<file path="src/rtl/sdram_arb_pkg.sv">
// Shared types for the two-master SDRAM arbiter.
package sdram_arb_pkg;
   localparam int DEF_ADDR_W = 22;
   localparam int DEF_DATA_W = 16;

   typedef enum logic {
      M0 = 1'b0,
      M1 = 1'b1
   } master_id_t;

   typedef struct packed {
      logic                    valid;
      logic                    we;
      logic [DEF_ADDR_W-1:0]   address;
      logic [DEF_DATA_W-1:0]   writedata;
      logic [DEF_DATA_W/8-1:0] byteenable;
   } sdr_cmd_t;
endpackage

</file>
<file path="src/rtl/sdram_arb_id_fifo.sv">
// In-order FIFO of master IDs for reads in flight; count doubles as the pending-read counter.
module sdram_arb_id_fifo
   import sdram_arb_pkg::*;
#(
   parameter  int DEPTH = 8,
   localparam int PTR_W = $clog2(DEPTH),
   localparam int CNT_W = PTR_W + 1
) (
   input  logic             clk_clk,
   input  logic             reset_reset_n,
   input  logic             push,
   input  master_id_t       push_id,
   input  logic             pop,
   output master_id_t       pop_id,
   output logic             empty,
   output logic             full,
   output logic [CNT_W-1:0] count
);
   master_id_t       mem [DEPTH];
   logic [PTR_W-1:0] wr_ptr;
   logic [PTR_W-1:0] rd_ptr;
   logic             do_push;
   logic             do_pop;

   assign empty   = (count == '0);
   assign full    = (count == CNT_W'(DEPTH));
   assign do_push = push && !full;
   assign do_pop  = pop && !empty;
   assign pop_id  = mem[rd_ptr];

   always_ff @(posedge clk_clk or negedge reset_reset_n) begin
      if (!reset_reset_n) begin
         wr_ptr <= '0;
         rd_ptr <= '0;
         count  <= '0;
         for (int i = 0; i < DEPTH; i++) mem[i] <= M0;
      end else begin
         if (do_push) begin
            mem[wr_ptr] <= push_id;
            wr_ptr      <= wr_ptr + PTR_W'(1);
         end
         if (do_pop) rd_ptr <= rd_ptr + PTR_W'(1);
         if (do_push && !do_pop)      count <= count + CNT_W'(1);
         else if (!do_push && do_pop) count <= count - CNT_W'(1);
      end
   end
endmodule

</file>
<file path="src/rtl/sdram_arbiter.sv">
// Two-master arbiter in front of the SDRAM controller Avalon-MM slave.
// Define SDRAM_ARB_FIXED_PRIO_EN for fixed priority (m0 wins ties); default is round-robin.
module sdram_arbiter
   import sdram_arb_pkg::*;
#(
   parameter  int ADDR_W      = DEF_ADDR_W,
   parameter  int DATA_W      = DEF_DATA_W,
   parameter  int MAX_PENDING = 8,
   localparam int BE_W        = DATA_W / 8,
   localparam int CNT_W       = $clog2(MAX_PENDING) + 1
) (
   input  logic              clk_clk,
   input  logic              reset_reset_n,
   input  logic [ADDR_W-1:0] m0_address,
   input  logic              m0_read,
   input  logic              m0_write,
   input  logic [DATA_W-1:0] m0_writedata,
   input  logic [BE_W-1:0]   m0_byteenable,
   output logic              m0_waitrequest,
   output logic [DATA_W-1:0] m0_readdata,
   output logic              m0_readdatavalid,
   input  logic [ADDR_W-1:0] m1_address,
   input  logic              m1_read,
   input  logic              m1_write,
   input  logic [DATA_W-1:0] m1_writedata,
   input  logic [BE_W-1:0]   m1_byteenable,
   output logic              m1_waitrequest,
   output logic [DATA_W-1:0] m1_readdata,
   output logic              m1_readdatavalid,
   output logic [ADDR_W-1:0] sdr_address,
   output logic              sdr_read,
   output logic              sdr_write,
   output logic [DATA_W-1:0] sdr_writedata,
   output logic [BE_W-1:0]   sdr_byteenable,
   input  logic              sdr_waitrequest,
   input  logic [DATA_W-1:0] sdr_readdata,
   input  logic              sdr_readdatavalid,
   output logic              proto_err
);
   sdr_cmd_t          out_q;
   sdr_cmd_t          cmd_in;
   master_id_t        win;
   master_id_t        pop_id;
   logic              fifo_empty;
   logic              fifo_full;
   logic [CNT_W-1:0]  pending;
   logic              slot_free;
   logic              read_ok;
   logic              elig0;
   logic              elig1;
   logic              accept;
   logic              push;
   logic              pop_ok;
   logic              rdv0_q;
   logic              rdv1_q;
   logic              proto_err_q;
   logic [DATA_W-1:0] readdata_q;
`ifndef SDRAM_ARB_FIXED_PRIO_EN
   master_id_t        last_q;
`endif

   // A master asserting both read and write is treated as a write.
   always_comb begin
      slot_free = !out_q.valid || !sdr_waitrequest;
      read_ok   = (pending < CNT_W'(MAX_PENDING)) && !fifo_full;
      elig0     = m0_write || (m0_read && read_ok);
      elig1     = m1_write || (m1_read && read_ok);
      win       = M0;
      if (elig0 && elig1) begin
`ifdef SDRAM_ARB_FIXED_PRIO_EN
         win = M0;
`else
         win = (last_q == M0) ? M1 : M0;
`endif
      end else if (elig1) begin
         win = M1;
      end
      accept         = (elig0 || elig1) && slot_free;
      m0_waitrequest = !(accept && (win == M0));
      m1_waitrequest = !(accept && (win == M1));
      cmd_in.valid   = 1'b1;
      if (win == M1) begin
         cmd_in.we         = m1_write;
         cmd_in.address    = m1_address;
         cmd_in.writedata  = m1_writedata;
         cmd_in.byteenable = m1_byteenable;
      end else begin
         cmd_in.we         = m0_write;
         cmd_in.address    = m0_address;
         cmd_in.writedata  = m0_writedata;
         cmd_in.byteenable = m0_byteenable;
      end
      push   = accept && !cmd_in.we;
      pop_ok = sdr_readdatavalid && !fifo_empty;
   end

   always_ff @(posedge clk_clk or negedge reset_reset_n) begin
      if (!reset_reset_n) begin
         out_q <= '0;
      end else if (slot_free) begin
         out_q.valid <= accept;
         if (accept) out_q <= cmd_in;
      end
   end

`ifndef SDRAM_ARB_FIXED_PRIO_EN
   always_ff @(posedge clk_clk or negedge reset_reset_n) begin
      if (!reset_reset_n)  last_q <= M1;
      else if (accept)     last_q <= win;
   end
`endif

   always_ff @(posedge clk_clk or negedge reset_reset_n) begin
      if (!reset_reset_n) begin
         rdv0_q      <= 1'b0;
         rdv1_q      <= 1'b0;
         readdata_q  <= '0;
         proto_err_q <= 1'b0;
      end else begin
         rdv0_q <= pop_ok && (pop_id == M0);
         rdv1_q <= pop_ok && (pop_id == M1);
         if (pop_ok) readdata_q <= sdr_readdata;
         if ((m0_read && m0_write) || (m1_read && m1_write) ||
             (sdr_readdatavalid && fifo_empty))
            proto_err_q <= 1'b1;
      end
   end

   sdram_arb_id_fifo #(.DEPTH(MAX_PENDING)) u_id_fifo (
      .clk_clk       (clk_clk),
      .reset_reset_n (reset_reset_n),
      .push          (push),
      .push_id       (win),
      .pop           (sdr_readdatavalid),
      .pop_id        (pop_id),
      .empty         (fifo_empty),
      .full          (fifo_full),
      .count         (pending)
   );

   assign sdr_read         = out_q.valid && !out_q.we;
   assign sdr_write        = out_q.valid && out_q.we;
   assign sdr_address      = out_q.address;
   assign sdr_writedata    = out_q.writedata;
   assign sdr_byteenable   = out_q.byteenable;
   assign m0_readdata      = readdata_q;
   assign m1_readdata      = readdata_q;
   assign m0_readdatavalid = rdv0_q;
   assign m1_readdatavalid = rdv1_q;
   assign proto_err        = proto_err_q;
endmodule

</file>
<file path="config.mk">
export PLATFORM = sky130hd
export DESIGN_NAME = sdram_arbiter
export DESIGN_NICKNAME = d
export VERILOG_FILES = /design/src/rtl/sdram_arb_pkg.sv /design/src/rtl/sdram_arb_id_fifo.sv /design/src/rtl/sdram_arbiter.sv
export SDC_FILE = /design/constraint.sdc
export NUM_CORES = 1
export LEC_CHECK = 0
export BUFFER_PORTS_ARGS = -buffer_cell sky130_fd_sc_hd__buf_4
export CORE_MARGIN = 2
export CORE_UTILIZATION = 30
export DETAILED_ROUTE_END_ITERATION = 8
export HOLD_SLACK_MARGIN = 0.02
export PLACE_DENSITY = 0.55
export SLEW_MARGIN = 0
export SYNTH_ARGS = -nofsm -noshare
export SYNTH_HDL_FRONTEND = slang
export SYNTH_SLANG_ARGS = --single-unit
</file>
<file path="constraint.sdc">
create_clock -name clk_clk -period 3.18 [get_ports clk_clk]
set_input_delay 0.477 -clock clk_clk [delete_from_list [all_inputs] [get_ports clk_clk]]
set_output_delay 0.477 -clock clk_clk [all_outputs]
set_load 0.02 [all_outputs]
</file>
# --- Yosys cells after proc, flatten, opt, wreduce, memory -nomap -nowiden ---
# Index checks and enable logic that the tools add are counted.
op_classes:
  n_addsub: 4
  multipliers: 0
  n_div: 0
  magnitude_cmp: 4
  eq_ne: 1
  n_shift: 0
  muxes: 13
  bitwise_logic: 4
  reduce_logical: 39
ops:
  columns: ["cell", "n"]
  rows:
  - ["$mux W42", 1]
  - ["$mux W41", 1]
  - ["$logic_and A1 B1 Y1", 20]
  - ["$logic_not A1 Y1", 10]
  - ["$bwmux W8", 1]
  - ["$ge A4 B4 Y1 const B", 2]
  - ["$mux W4", 2]
  - ["$not A3 Y4", 2]
  - ["$add A3 B1 Y3 const B", 2]
  - ["$logic_or A1 B1 Y1", 6]
  - ["$mux W1", 6]
  - ["$add A4 B1 Y4 const B", 1]
  - ["$eq A4 B4 Y1 const B", 1]
  - ["$logic_not A4 Y1", 1]
  - ["$lt A4 B1 Y1 const B", 1]
  - ["$lt A4 B4 Y1 const B", 1]
  - ["$sub A4 B1 Y4 const B", 1]
  - ["$bmux W1 S3", 1]
  - ["$demux W1 S3", 1]
  - ["$not A1 Y1", 2]
  - ["$reduce_and A2 Y1", 1]
  - ["$reduce_bool A2 Y1", 1]
totals:
  register_bits: 80
  latchBits: 0
  ramBits: 0
  mem_bits_ro: 0
  in_bits: 104
  output_inout_bits: 79
  word_cells: 86
  memories: 0

# --- Logic depth before layout (Yosys ltp) ---
logic_depth:
  ltp_word: 15
  mapped_depth: 11

# --- Hierarchy ---
# A second synthesis with hierarchy kept.
unflattened:
  hier_cells: 446
  area_unflattened_um2: 4470.5
by_module_without_submodules:
  columns: ["module", "instances", "cells_each", "area_per_inst_um2", "seq_area_each_um2"]
  rows:
  - ["sdram_arbiter", 1, 363, 3400.8, 1552.7]
  - ["sdram_arb_id_fifo", 1, 83, 1069.8, 450.4]

# --- Worst setup path before layout ---
# Ideal clock, no wire load.
synth_timing:
  kind: "register -> register"
  start: "register u_id_fifo.count[3]"
  end: "register u_id_fifo.count[3]"
  arrival_ps: 2327
  required_time_ps: 3044
  setup_slack_ps: 716
  stages_incl_launch_ff: 10
  path_buffers: 1
  period_less_slack_ps: 2464
  path_cell_list: "dfrtp_1 > nor4_1 > nand2b_1 > buf_2 > ha_1 > inv_1 > ha_1 > a21o_1 > a2111oi_0 > o31ai_1"
synth_via:
  elab_chain_len: 14
  elab_cells_between_ends: 29
synth_lines:
  columns: ["item", "line_no", "source"]
  rows:
  - ["from (decl)", "sdram_arb_id_fifo.sv:17", "output logic [CNT_W-1:0] count"]
  - ["from (signal assigned)", "sdram_arb_id_fifo.sv:43", "if (do_push && !do_pop) count <= count + CNT_W'(1);"]
  - ["from (signal assigned)", "sdram_arb_id_fifo.sv:44", "else if (!do_push && do_pop) count <= count - CNT_W'(1);"]
  - ["branches (longest 14 deep; another with $lt A4 B4 Y1)", null, null]
# Several ways; the timed one is not identified. The select of a mux whose other input is x is not followed.
# A chain may end at the register's enable or synchronous reset.

# --- Worst setup path in the final report ---
layout_timing:
  start: "register u_id_fifo.count[3]"
  end: "register u_id_fifo.count[3]"
layout_via:
  elab_chain_len: 14
  elab_cells_between_ends: 29
layout_lines:
  columns: ["item", "line_no", "source"]
  rows:
  - ["branches (longest 10 deep; another with $lt A4 B4 Y1)", null, null]
  - ["$logic_and A1 B1 Y1 (*)", "sdram_arb_id_fifo.sv:27", "assign do_push = push && !full;"]
  - ["via u_id_fifo.do_push", "sdram_arb_id_fifo.sv:22", "logic do_push;"]
  - ["$logic_not A1 Y1", "sdram_arb_id_fifo.sv:44", null]
  - ["$logic_and A1 B1 Y1", "sdram_arb_id_fifo.sv:44", null]
  - ["$reduce_bool A2 Y1 (no line)", null, null]
# Mark *: on every way through the listed nets, which the timed path passes. The select of a mux whose other input is x is not followed.

==> flow_metrics.tcl <==
set metrics [dict create \
    post-place-ws_ps 371 \
    maxCapViolCount 0 \
    synthDominantAreaCellType "sky130_fd_sc_hd__dfrtp_1" \
    worst_path_max_delay_cell "sky130_fd_sc_hd__dfrtp_1" \
    worstPathBufferInverterCount 1 \
    drc_errors 0 \
    fin_ws_ps 377 \
    crit_path_max_fanout 14 \
    synth.ff_latch_count 80 \
    grt_first_pass_wirelength_mm 17.0 \
    clock-sinks 80 \
    synth-seq-area-share_pct 47.1 \
    start_kind "flip-flop" \
    cts_hold_repair.buffers 0 \
    drive_gt1_share_pct 43.3 \
    synthesis.instances 437 \
    synthesis.area_per_instance_um2 9.73 \
    cts.repair.resized 0 \
    hold_viol_final 0 \
    cts.path.max_buffers 2 \
    ioPinCount 183 \
    synth_flop_cell "sky130_fd_sc_hd__dfrtp_1" \
    initial_util_pct 30.6 \
    post-synth-top-area-fraction_pct 46.5 \
    crit_arrival_ps 3010 \
    avgRoutedWirePerCell_um 15.2 \
    dr.first_iter.drc_count 147 \
    mostFrequentLayoutCell "sky130_fd_sc_hd__buf_4" \
    die_area_um2 15100 \
    fp.dieW_um 123 \
    via_count 3620 \
    period_share_pct 88.2 \
    most-common-layout-cells "189 x sky130_fd_sc_hd__buf_4, 79 x sky130_fd_sc_hd__dfrtp_1, 43 x sky130_fd_sc_hd__nor2_1, 43 x sky130_fd_sc_hd__o21ai_0, 41 x sky130_fd_sc_hd__a21oi_1" \
    cpMostUsedCell "sky130_fd_sc_hd__ha_1" \
    total_leakage_power_nw 2.54 \
    synth_top_cells_by_area "sky130_fd_sc_hd__dfrtp_1 46%, sky130_fd_sc_hd__buf_4 10%, sky130_fd_sc_hd__mux2_2 7.1%" \
    antenna_found_initial 0 \
    clock_insertion_delay_worst_skew_ps 340 \
    kind_of_path_behind_the_tightest_hold_check "primary input to async pin" \
    finalMaxSlewViolations 0 \
    clkSlewWorstSetupHoldPaths_ps 60 \
    place_area_um2 5380 \
    fin_util_pct 40.9 \
    via_count_of_the_first_global_routing_pass 3387 \
    antennaDiodeCount 0 \
    grt_start_max_net_pins 81 \
    vias_per_cell 4.92 \
    cellPowerDensity_nw_per_um2 840 \
    gpl.final_weighted_congestion 0.791 \
    min_period_ps 2800 \
    power.ir.vdd_worst_uv 462 \
    design.core.area_um2 13900 \
    timing_worst_setup_path_type "flip-flop to flip-flop" \
    synth_async_sr_flop_share_pct 100 \
    design_area_um2 5680 \
    cts_made_buffers 9 \
    post-cts-setup-buffer-count 0 \
    flow.area_growth_from_synthesis_pct 33.4 \
    ctsRootBufferMaster "sky130_fd_sc_hd__clkbuf_16" \
    crit_family "compound AO/OA/AOI/OAI gates" \
    drt.antenna.violating_nets 0 \
    groute.usage.overall_pct 14.4 \
    timing.setup.tns_ps 0 \
    yosys_warnings 0 \
    clock_tree.htree_level_count 3 \
    cp_data_required_time_ps 3390 \
    fin_skew_ps 4.52 \
    syn-num-nets 547 \
    dp.final_hpwl_mm 7.96 \
    drt_pass1_iterations 5 \
    tritoncts_clock_tree "yes" \
    final_nets 662 \
    synth_enable_flop_cells 0 \
    total_power_mw 4.77 \
    setup_viol_count_final 0 \
    wirelength_mm 11.2 \
    critPathMaxStageDelay_ps 540 \
    yosysUniqueCellTypes 42 \
    relSlewSlack_pct 30.9 \
    rsz0062_at_grt "false" \
    worstPathCellList "o21bai_1 -> a22o_1 -> nor2_2 -> ha_1 -> inv_1 -> ha_1 -> a21o_1 -> a2111oi_0 -> o31ai_1" \
    number_of_port_buffers 182 \
    fp.dieH_um 123 \
    row_count 43 \
    overflow 0 \
    status "finished, final reports clean" \
    cp-end-kind "flip-flop" \
    synthesis.area_um2 4250 \
    timing.fmax_mhz 357 \
    worst-slew-pin-transition_ps 1040 \
]
[Yosys cell counts, types with 2 or more instances]
library cell and count:
sky130_fd_sc_hd__dfrtp_1 79, sky130_fd_sc_hd__buf_4 57, sky130_fd_sc_hd__nor2_1 43, sky130_fd_sc_hd__o21ai_0 43, sky130_fd_sc_hd__a21oi_1 42, sky130_fd_sc_hd__a31oi_1 40
sky130_fd_sc_hd__mux2_2 27, sky130_fd_sc_hd__clkbuf_1 21, sky130_fd_sc_hd__nand2_1 15, sky130_fd_sc_hd__nor3_1 9, sky130_fd_sc_hd__buf_2 7, sky130_fd_sc_hd__ha_1 5
sky130_fd_sc_hd__nor4_1 5, sky130_fd_sc_hd__inv_1 4, sky130_fd_sc_hd__nor2b_1 3, sky130_fd_sc_hd__xnor2_1 3, sky130_fd_sc_hd__xor2_1 3, sky130_fd_sc_hd__a21o_1 2
sky130_fd_sc_hd__mux2i_1 2, sky130_fd_sc_hd__mux4_2 2, sky130_fd_sc_hd__nand3_1 2, sky130_fd_sc_hd__nand3b_1 2, sky130_fd_sc_hd__nor2_2 2
[per-stage QoR]
stage          cells  hold slack [ps]
3_3_place_gp     721              477
6_report         736              281
4_1_cts          736              344
3_5_place_dp     721              489
2_1_floorplan    437              181
5_1_grt          736              342
[worst register-to-register path, cell delays in order (launching register included)]
cell,delay (ps)
sky130_fd_sc_hd__dfrtp_1,540
sky130_fd_sc_hd__o21bai_1,320
sky130_fd_sc_hd__a22o_1,250
sky130_fd_sc_hd__nor2_2,180
sky130_fd_sc_hd__ha_1,250
sky130_fd_sc_hd__inv_1,130
sky130_fd_sc_hd__ha_1,290
sky130_fd_sc_hd__a21o_1,190
sky130_fd_sc_hd__a2111oi_0,390
sky130_fd_sc_hd__o31ai_1,140
[cell type report]
type                       count  area, um2
inverter                       4       15.0
multi-input combinational    268       1720
sequential                    80       2000
clock buffer                  13        280
timing repair buffer         189       1420
clock inverter                 2       12.5
fill                        1389       8210
tap                          180        225
[per-layer routing]
layer	track usage [%]	share of wire, %
met1	17.9	41
met2	24.0	48
met3	5.17	9.4
met4	3.41	0.89
met5	0	0
[power by group]
| group | internal (mW) | switching [mW] |
|---|---|---|
| clock network | 0.608 | 0.389 |
| registers | 1.39 | 0.294 |
| logic | 0.945 | 1.15 |
| total | 2.94 | 1.83 |
[worst paths after layout]
check	startpoint	to	slack, ps	depth (start not counted)
max	u_id_fifo.count[3]	u_id_fifo.count[3]	380	9
min	reset_reset_n	sdr_address[4]	280	1
max reg2reg	u_id_fifo.count[3]	u_id_fifo.count[3]	380	9
min reg2reg	u_id_fifo.rd_ptr[2]	u_id_fifo.rd_ptr[2]	500	1
max in group asynchronous	reset_reset_n	u_id_fifo.count[1]	2180	1
min in group clk_clk	sdr_readdatavalid	proto_err	370	3
[sequential cells by signal (all words and copies together) (netlist names), 3 cells and up]
signal            cells
m0_readdata          16
sdr_address          22
sdr_writedata        16
u_id_fifo.count       4
u_id_fifo.mem         8
u_id_fifo.rd_ptr      3
u_id_fifo.wr_ptr      3
[cell families after synthesis]
| kind of cell | Yosys count | share of synthesized area [%] |
|---|---|---|
| buffers and inverters | 89 | 13.1 |
| AND/OR/NAND/NOR | 88 | 9.47 |
| adder cells (fa/ha/maj) | 6 | 1.94 |
| XOR/XNOR | 6 | 1.24 |
| AO/OA/AOI/OAI | 137 | 18.5 |
| multiplexers | 31 | 8.68 |
| flip-flops | 80 | 47.1 |
No activity file was read; power rests on OpenSTA's default activity.
